### config.mk
export PLATFORM = sky130hd
export DESIGN_NAME = aes_core_sequencer
export DESIGN_NICKNAME = d
export VERILOG_FILES = /design/src/rtl/aes_seq_pkg.sv /design/src/rtl/aes_core_sequencer_watchdog.sv /design/src/rtl/aes_core_sequencer.sv
export SDC_FILE = /design/constraint.sdc
export NUM_CORES = 1
export LEC_CHECK = 0
export ABC_AREA = 1
export ABC_CLOCK_PERIOD_IN_PS = 2150
export BUFFER_PORTS_ARGS = -buffer_cell sky130_fd_sc_hd__buf_4
export CAP_MARGIN = 20
export CORE_AREA = 2 2 366 368
export DETAILED_ROUTE_END_ITERATION = 12
export DIE_AREA = 0 0 368 370
export SLEW_MARGIN = 10
export SYNTH_ARGS = -nofsm -noshare
export SYNTH_HDL_FRONTEND = slang
export SYNTH_SLANG_ARGS = --single-unit
### constraint.sdc
create_clock -name clk -period 2.15 [get_ports clk]
set_clock_uncertainty 0.05 [all_clocks]
set_input_delay 0 -clock clk [delete_from_list [all_inputs] [get_ports clk]]
set_output_delay 0 -clock clk [all_outputs]
set_load 0.1 [all_outputs]
### src/rtl/aes_seq_pkg.sv
// Shared definitions for the aes_core sequencer: FSM states, register bit positions and
// the default watchdog limit.
package aes_seq_pkg;

    typedef enum logic [2:0] {
        StIdle   = 3'd0,
        StKinit  = 3'd1,
        StKwait  = 3'd2,
        StFetch  = 3'd3,
        StRcap   = 3'd4,
        StStart  = 3'd5,
        StBwait  = 3'd6,
        StResult = 3'd7
    } seq_state_e;

    localparam int unsigned DefaultTimeout = 200;

    localparam int unsigned CtrlKeyLoadBit    = 0;
    localparam int unsigned CtrlBurstStartBit = 1;
    localparam int unsigned CtrlEncdecBit     = 2;

    localparam int unsigned StatusBusyBit       = 0;
    localparam int unsigned StatusKeyValidBit   = 1;
    localparam int unsigned StatusErrTimeoutBit = 2;
    localparam int unsigned StatusResValidBit   = 3;

endpackage

### src/rtl/aes_core_sequencer_watchdog.sv
// seq_watchdog: counts cycles while enabled and pulses expire on the TIMEOUT-th cycle.
module seq_watchdog #(
    parameter int unsigned TO_W    = 8,
    parameter int unsigned TIMEOUT = 200
) (
    input  logic clk,
    input  logic rst_n,
    input  logic clear,
    input  logic enable,
    output logic expire
);

    localparam logic [TO_W-1:0] LastCnt = TO_W'(TIMEOUT - 1);

    logic [TO_W-1:0] cnt_q, cnt_d;

    assign expire = enable && (cnt_q == LastCnt);

    always_comb begin
        cnt_d = cnt_q;
        if (clear) begin
            cnt_d = '0;
        end else if (enable && !expire) begin
            cnt_d = cnt_q + TO_W'(1);
        end
    end

    always_ff @(posedge clk or negedge rst_n) begin
        if (!rst_n) begin
            cnt_q <= '0;
        end else begin
            cnt_q <= cnt_d;
        end
    end

endmodule

### src/rtl/aes_core_sequencer.sv
// aes_core_sequencer: runs key expansion, then one aes_core block per command or per LFSR
// burst entry, returning results over valid/ready with a watchdog on every core wait.
module aes_core_sequencer
    import aes_seq_pkg::*;
#(
    parameter int unsigned CNT_W   = 16,
    parameter int unsigned TO_W    = 8,
    parameter int unsigned TIMEOUT = DefaultTimeout
) (
    input  logic             clk,
    input  logic             rst_n,
    input  logic             key_load,
    input  logic [127:0]     key,
    input  logic             cmd_valid,
    output logic             cmd_ready,
    input  logic [127:0]     cmd_block,
    input  logic             cmd_encdec,
    input  logic             burst_start,
    input  logic [CNT_W-1:0] burst_len,
    output logic             rnd_req,
    input  logic [127:0]     rnd_data,
    output logic             core_init,
    output logic             core_next,
    output logic             core_encdec,
    output logic [127:0]     core_key,
    output logic [127:0]     core_block,
    input  logic             core_ready,
    input  logic             core_valid,
    input  logic [127:0]     core_result,
    output logic             res_valid,
    input  logic             res_ready,
    output logic [127:0]     res_data,
    output logic             busy,
    output logic             key_valid,
    output logic [CNT_W-1:0] blk_cnt,
    output logic             err_timeout
);

    seq_state_e       state_q, state_d;
    logic             first_q;
    logic             key_valid_q, key_valid_d;
    logic             err_q, err_d;
    logic             burst_q, burst_d;
    logic [CNT_W-1:0] remain_q, remain_d;
    logic [CNT_W-1:0] blk_cnt_q, blk_cnt_d;
    logic             encdec_q, encdec_d;
    logic [127:0]     key_q, key_d;
    logic [127:0]     block_q, block_d;
    logic [127:0]     res_q, res_d;
    logic             wd_enable, wd_expire;

    assign wd_enable = (state_q == StKwait) || (state_q == StBwait);

    seq_watchdog #(
        .TO_W    (TO_W),
        .TIMEOUT (TIMEOUT)
    ) u_watchdog (
        .clk    (clk),
        .rst_n  (rst_n),
        .clear  (!wd_enable),
        .enable (wd_enable),
        .expire (wd_expire)
    );

    always_comb begin
        state_d     = state_q;
        key_valid_d = key_valid_q;
        err_d       = err_q;
        burst_d     = burst_q;
        remain_d    = remain_q;
        blk_cnt_d   = blk_cnt_q;
        encdec_d    = encdec_q;
        key_d       = key_q;
        block_d     = block_q;
        res_d       = res_q;
        cmd_ready   = 1'b0;
        unique case (state_q)
            StIdle: begin
                if (key_load) begin
                    key_d       = key;
                    key_valid_d = 1'b0;
                    blk_cnt_d   = '0;
                    err_d       = 1'b0;
                    state_d     = StKinit;
                end else if (burst_start && key_valid_q && (burst_len != '0)) begin
                    remain_d = burst_len;
                    burst_d  = 1'b1;
                    encdec_d = 1'b1;
                    state_d  = StFetch;
                end else if (key_valid_q && !burst_start) begin
                    cmd_ready = 1'b1;
                    if (cmd_valid) begin
                        block_d  = cmd_block;
                        encdec_d = cmd_encdec;
                        state_d  = StStart;
                    end
                end
            end
            StKinit: state_d = StKwait;
            // First wait cycle may still see the core's pre-command ready/valid level.
            StKwait: begin
                if (!first_q && core_ready) begin
                    key_valid_d = 1'b1;
                    state_d     = StIdle;
                end else if (wd_expire) begin
                    err_d       = 1'b1;
                    key_valid_d = 1'b0;
                    state_d     = StIdle;
                end
            end
            StFetch: state_d = StRcap;
            StRcap: begin
                block_d = rnd_data;
                state_d = StStart;
            end
            StStart: state_d = StBwait;
            StBwait: begin
                if (!first_q && core_valid) begin
                    res_d   = core_result;
                    state_d = StResult;
                end else if (wd_expire) begin
                    err_d       = 1'b1;
                    key_valid_d = 1'b0;
                    burst_d     = 1'b0;
                    remain_d    = '0;
                    state_d     = StIdle;
                end
            end
            StResult: begin
                if (res_ready) begin
                    blk_cnt_d = blk_cnt_q + CNT_W'(1);
                    state_d   = StIdle;
                    if (burst_q) begin
                        remain_d = remain_q - CNT_W'(1);
                        if (remain_d != '0) begin
                            state_d = StFetch;
                        end else begin
                            burst_d = 1'b0;
                        end
                    end
                end
            end
            default: state_d = StIdle;
        endcase
    end

    always_ff @(posedge clk or negedge rst_n) begin
        if (!rst_n) begin
            state_q     <= StIdle;
            first_q     <= 1'b0;
            key_valid_q <= 1'b0;
            err_q       <= 1'b0;
            burst_q     <= 1'b0;
            remain_q    <= '0;
            blk_cnt_q   <= '0;
            encdec_q    <= 1'b0;
            key_q       <= '0;
            block_q     <= '0;
            res_q       <= '0;
        end else begin
            state_q     <= state_d;
            first_q     <= (state_d != state_q);
            key_valid_q <= key_valid_d;
            err_q       <= err_d;
            burst_q     <= burst_d;
            remain_q    <= remain_d;
            blk_cnt_q   <= blk_cnt_d;
            encdec_q    <= encdec_d;
            key_q       <= key_d;
            block_q     <= block_d;
            res_q       <= res_d;
        end
    end

    assign core_init   = (state_q == StKinit);
    assign core_next   = (state_q == StStart);
    assign rnd_req     = (state_q == StFetch);
    assign res_valid   = (state_q == StResult);
    assign busy        = (state_q != StIdle);
    assign core_encdec = encdec_q;
    assign core_key    = key_q;
    assign core_block  = block_q;
    assign res_data    = res_q;
    assign key_valid   = key_valid_q;
    assign blk_cnt     = blk_cnt_q;
    assign err_timeout = err_q;

endmodule

# Word level (Yosys, flattened, before mapping)
# Cells that the tools add are included.
[word_totals] word_cells=119 register_bits=432
[op_classes] addsub=3 muxes=52 n_bitwise=1 n_eq_ne=21 n_reduce_logical=30
[op_table] op="$mux W128" count=4
[op_table] op="$pmux W128 S2" count=1
[op_table] op="$mux W16" count=8
[op_table] op="$pmux W16 S3" count=1
[op_table] op="$pmux W16 S2" count=1
[op_table] op="$reduce_bool A16 Y1" count=2
[op_table] op="$mux W3" count=8
[op_table] op="$pmux W3 S8" count=1
[op_table] op="$mux W1" count=21
[op_table] op="$ne A2 B2 Y1 const B" count=9
[op_table] op="$add A16 B1 Y16 const B" count=1
[op_table] op="$mux W8" count=2
[op_table] op="$sub A16 B1 Y16 const B" count=1
[op_table] op="$eq A3 B3 Y1 const B" count=4
[op_table] op="$pmux W1 S3" count=3
[op_table] op="$reduce_bool A3 Y1" count=3
[op_table] op="$add A8 B1 Y8 const B" count=1
[op_table] op="$eq A8 B8 Y1 const B" count=1
[op_table] op="$reduce_and A4 Y1" count=2
[op_table] op="$reduce_bool A2 Y1" count=4
[op_table] op="$logic_and A1 B1 Y1" count=7
[op_table] op="$reduce_and A7 Y1" count=1
[op_table] op="$eq A3 B2 Y1 const B" count=2
[op_table] op="$ne A2 B1 Y1 const B" count=3
[op_table] op="other kinds (11)" count=16

# Depth between registers and ports, before layout
[logic_depth] ltp_word=7 ltp_mapped=16

# Modules after synthesis
# From an unflattened synthesis, not the netlist that was laid out.
[hier_totals] cells_unflattened=2242 hier_area_um2=18626.6
[modules_own_cells] module="aes_core_sequencer" instances=1 area_per_inst_um2=18056.1 cells_per_inst=2166 seq_area_each_um2=10610.2
[modules_own_cells] module="seq_watchdog" instances=1 area_per_inst_um2=570.5 cells_per_inst=76 seq_area_each_um2=200.2

# Least setup slack after synthesis
# Ideal clock, no wire load.
[synth_timing] path_kind="register -> output" start="register state_q[1]" end="output cmd_ready" n_path_buf=0 path_stages_with_launch=6 t_arrival_ns=4.088 path_slack_ns=-1.988 required_time_ns=2.100 path_cell_list="dfrtp_1 > inv_2 > nand2_4 > nor2_4 > inv_1 > nor4_1"
[synth_between] elab_chain_len=2
[synth_lines] item="from (decl)" line_no="aes_core_sequencer.sv:39" text="seq_state_e state_q, state_d;"
[synth_lines] item="from (signal assigned)" line_no="aes_core_sequencer.sv:149" text="state_q <= StIdle;"
[synth_lines] item="from (signal assigned)" line_no="aes_core_sequencer.sv:161" text="state_q <= state_d;"
[synth_lines] item="$logic_not A3 Y1" line_no="aes_core_sequencer.sv:77" text="unique case (state_q)"
[synth_lines] item="$mux W1" line_no="aes_core_sequencer.sv:77"
[synth_lines] item="to (decl)" line_no="aes_core_sequencer.sv:15" text="output logic cmd_ready,"
# No other way between the ends.

# Worst setup path in the final report
[layout_timing] start="register state_q[0]" end="register remain_q[1]"
[layout_between] elab_chain_len=5 elab_cells_between_ends=15
[layout_lines] item="$eq A3 B2 Y1 or $eq A3 B3 Y1 (tied branches)" line_no="aes_core_sequencer.sv:52, aes_core_sequencer.sv:77"
[layout_lines] item="$logic_or A1 B1 Y1" line_no="aes_core_sequencer.sv:52" text="assign wd_enable = (state_q == StKwait) || (state_q == StBwait);"
[layout_lines] item="$logic_and A1 B1 Y1" line_no="aes_core_sequencer_watchdog.sv:17" text="assign expire = enable && (cnt_q == LastCnt);"
[layout_lines] item="$ne A2 B1 Y1 (no source line)"
[layout_lines] item="$reduce_and A7 Y1 (no source line)"
[layout_lines] item="to (signal assigned)" line_no="aes_core_sequencer.sv:166" text="remain_q <= remain_d;"
[layout_lines] item="to (decl)" line_no="aes_core_sequencer.sv:44" text="logic [CNT_W-1:0] remain_q, remain_d;"
# Parallel ways exist; a longest one is shown, timed or not.
# A chain may end at the register's enable or synchronous reset.

==> results.md <==
- Final ANT Viol Nets: 0
- Outcome: completed
- Routed vias: 22252
- Gp weighted congestion: 0.8944
- DRT met1 WL: 39950 um
- Hold Slack: 0.07315 ns
- Initial antenna violation count: 35
- Starting DRT DRC Count: 1658
- CP Cell Sequence: inv_2 > buf_12 > nand2_8 > nor2_4 > nor3_1 > nor4_2 > nand2_1 > a21oi_4 > clkbuf_16 > o21ai_1
- FP Rows: between 100 and 150
- Fin nets: roughly 4300
- Final setup vio count: 0
- Longest Clk Path Bufs: 3
- Count of state elements after synthesis: approximately 430
- Die height: 370 um
- PortBufs: approximately 950
- Crit path launch type: flip-flop
- Via density: between 3 and 4
- Critical Path RT: 2.59 ns
- Unique cell type count in the Yosys netlist: 43
- Xor and xnor area share after synthesis: less than 1%
- Top fanout value on the critical path: 8
- GRT Overall Usage: 13.81%
- Critical Path AT: 2.52 ns
- WL final: around 100000 um
- Fin util: 27.35%
- Worst-Margin Slew: 0.8183 ns
- Remaining global-route overflow: 0
- Commonest non-fill, non-tap cell in the layout: nand2_1
- Period minus WS final: 2.083 ns
- Met3 routed WL: 7871 um
- CP max stage delay: 0.40 ns
- WL/cell: 17.68 um
- Slew headroom: 45.44%
- Largest family of logic cells by synthesized area: simple AND/OR/NAND/NOR gates
- Worst hold path class: in -> reg
- Synth Area per Inst: 8.250 um2
- Period Utilization, post-route: 96.88%
- Final Max Tran Viols: 0
- Vias in the first global route: 22619
- Placed cells: 4902
- Synthesis-to-finish area growth: 97.50%
- Register area share after synthesis: 58.94%
- H-tree depth: 2
- Fmax: 0.4801 GHz
- CTS Root Cell: clkbuf_16
- DRC: 0
- Met2 WL: roughly 48000 um
- Clk sinks: between 400 and 500
- I/O pins: 946
- Hpwl dp: 73180 um
- First-pass GRT wire length: around 140000 um
- CP max-delay cell: dfrtp_1
- RSZ-0062 raised after global routing: true
- Die area: 0.1362 mm2
- Final hold violation count: 0
- Skew-Pair Late Insertion Delay: 0.63 ns
- Most frequent cells in the layout: nand2_1, buf_4, dlygate4sd3_1, dfrtp_1, nor2_1
- Adder-cell share of the synthesized area: less than 1%
- Initial Util: between 10 and 15%
- Die Wd: roughly 370 um
- Mux contribution to synthesized area: 0%
- Net Count, Synth: 2764
- Share of cells above drive strength 1: 30.81%
- Core area: 0.1325 mm2
- Post-Syn Area: 0.01834 mm2
- TritonRoute pass-1 iters: 6
- CTS Buf Count: 49
- Cells after synthesis: about 2200
- Post-Synth Simple-Gate Area: 29.85%
- Final std cells w/o fill: approximately 5600
- Compound-Gate Fraction of Synth Area: approximately 6.7%
- Top sig layer: met5
- Number of max-cap violations: 0
- Reg clk slew, reported paths: 0.06 ns
- Largest net degree at the start of global routing: 136
- WS Path Type: reg -> reg
- Yosys warns: 0
- Capturing element type of the critical path: flip-flop
- CTS tree: done
==> final timing paths <==
path,depth (start not counted),slack [ns],to,start
worst max-delay path,10,0.07,remain_q[1],state_q[0]
worst min-delay path,4,0.07,core_key[24],key[24]
worst max register to register,10,0.07,remain_q[1],state_q[0]
worst min register to register,2,0.43,core_key[112],core_key[112]
max in group asynchronous,5,0.95,core_block[20],rst_n
min in group asynchronous,4,0.54,blk_cnt[6],rst_n
==> critical path: cells and delay by family, from the launching register on <==
family / cells / cell delay (ns)
buffers and inverters: 3 / 0.47
AND/OR/NAND/NOR: 5 / 0.65
flip-flops: 1 / 0.40
AO/OA/AOI/OAI: 2 / 0.36
==> metrics by stage <==
stage                     setup slack, ns  TNS (ns)  cell area [um2]
after floorplan                   -0.1779   -0.2980            18370
after global placement            0.07493         0            28140
after detailed placement          0.06783         0            28140
after CTS                         0.02765         0            35950
after global routing             -0.03939   -0.1966            36210
final                             0.06718         0            36220
==> kinds of logic (layout without fill, tap and decap cells) <==
kind of cell | count (synthesis) | after routing
simple gates | 1395 | 1395
flops | 432 | 432
compound gates | 205 | 205
buf+inv | 183 | 1803
fa+ha+maj | 4 | 4
xor+xnor | 4 | 4
other cells | 0 | 35
==> metal layers <==
| metal | vias to the layer above | GRT usage (%) |
|---|---|---|
| li1 | 10239 | - |
| met1 | 10649 | 16.91 |
| met2 | 1113 | 22.79 |
| met3 | 243 | 3.638 |
| met4 | 8 | 5.981 |
| met5 | - | 0 |
==> timing repair <==
| item | 4_1_cts | 5_1_grt |
|---|---|---|
| cloned | 0 | 3 |
| endpoints found under the hold margin | 850 | 0 |
| resized for setup | 1 | 31 |
| hold buffers | 613 | 0 |
| pin swaps | 0 | 1 |
| setup endpoints to repair | 1 | 26 |
| setup buffers | 2 | 2 |
==> flip-flops by register name, indices dropped and copies added (netlist names) <==
| register | cells |
|---|---|
| blk_cnt | 16 |
| burst_q | 1 |
| core_block | 128 |
| core_encdec | 1 |
| core_key | 128 |
| err_timeout | 1 |
| first_q | 1 |
| key_valid | 1 |
| remain_q | 16 |
| res_data | 128 |
| state_q | 3 |
| u_watchdog.cnt_q | 8 |
==> cell type report <==
type	instances	area [um2]
fillers	13843	96230
repair buffers	1653	14310
clock buffers	64	1333
inverters	61	240.2
flip-flops and latches	432	10820
diodes	35	87.58
clock inverters	25	291.5
well taps	1768	2212
multi-input cells	1608	6924
==> cells in the mapped netlist, drive strengths merged <==
cell,count,share of area (%)
ha,4,0.27
a31o,1,0.048
and3,1,0.034
nor3b,1,0.041
xor2,2,0.096
a22oi,1,0.041
nor3,10,0.33
dfrtp,432,59
buf,37,1.1
inv,59,1.2
a311oi,1,0.048
nand2,1134,23
a21boi,1,0.041
a211oi,1,0.041
nand3b,1,0.041
o21a,2,0.082
o31ai,3,0.12
nand4,11,0.41
a31oi,129,4.4
clkinv,2,0.048
nand3,42,1.3
nor2,185,4.0
or3b,1,0.048
a21oi,23,0.69
o21ai,43,1.2
nor4,9,0.34
xnor2,2,0.096
clkbuf,85,1.7
Power is left out: the tool's default activity adds up to more than one toggle a clock period on the data nets, which glitch-free logic cannot reach.
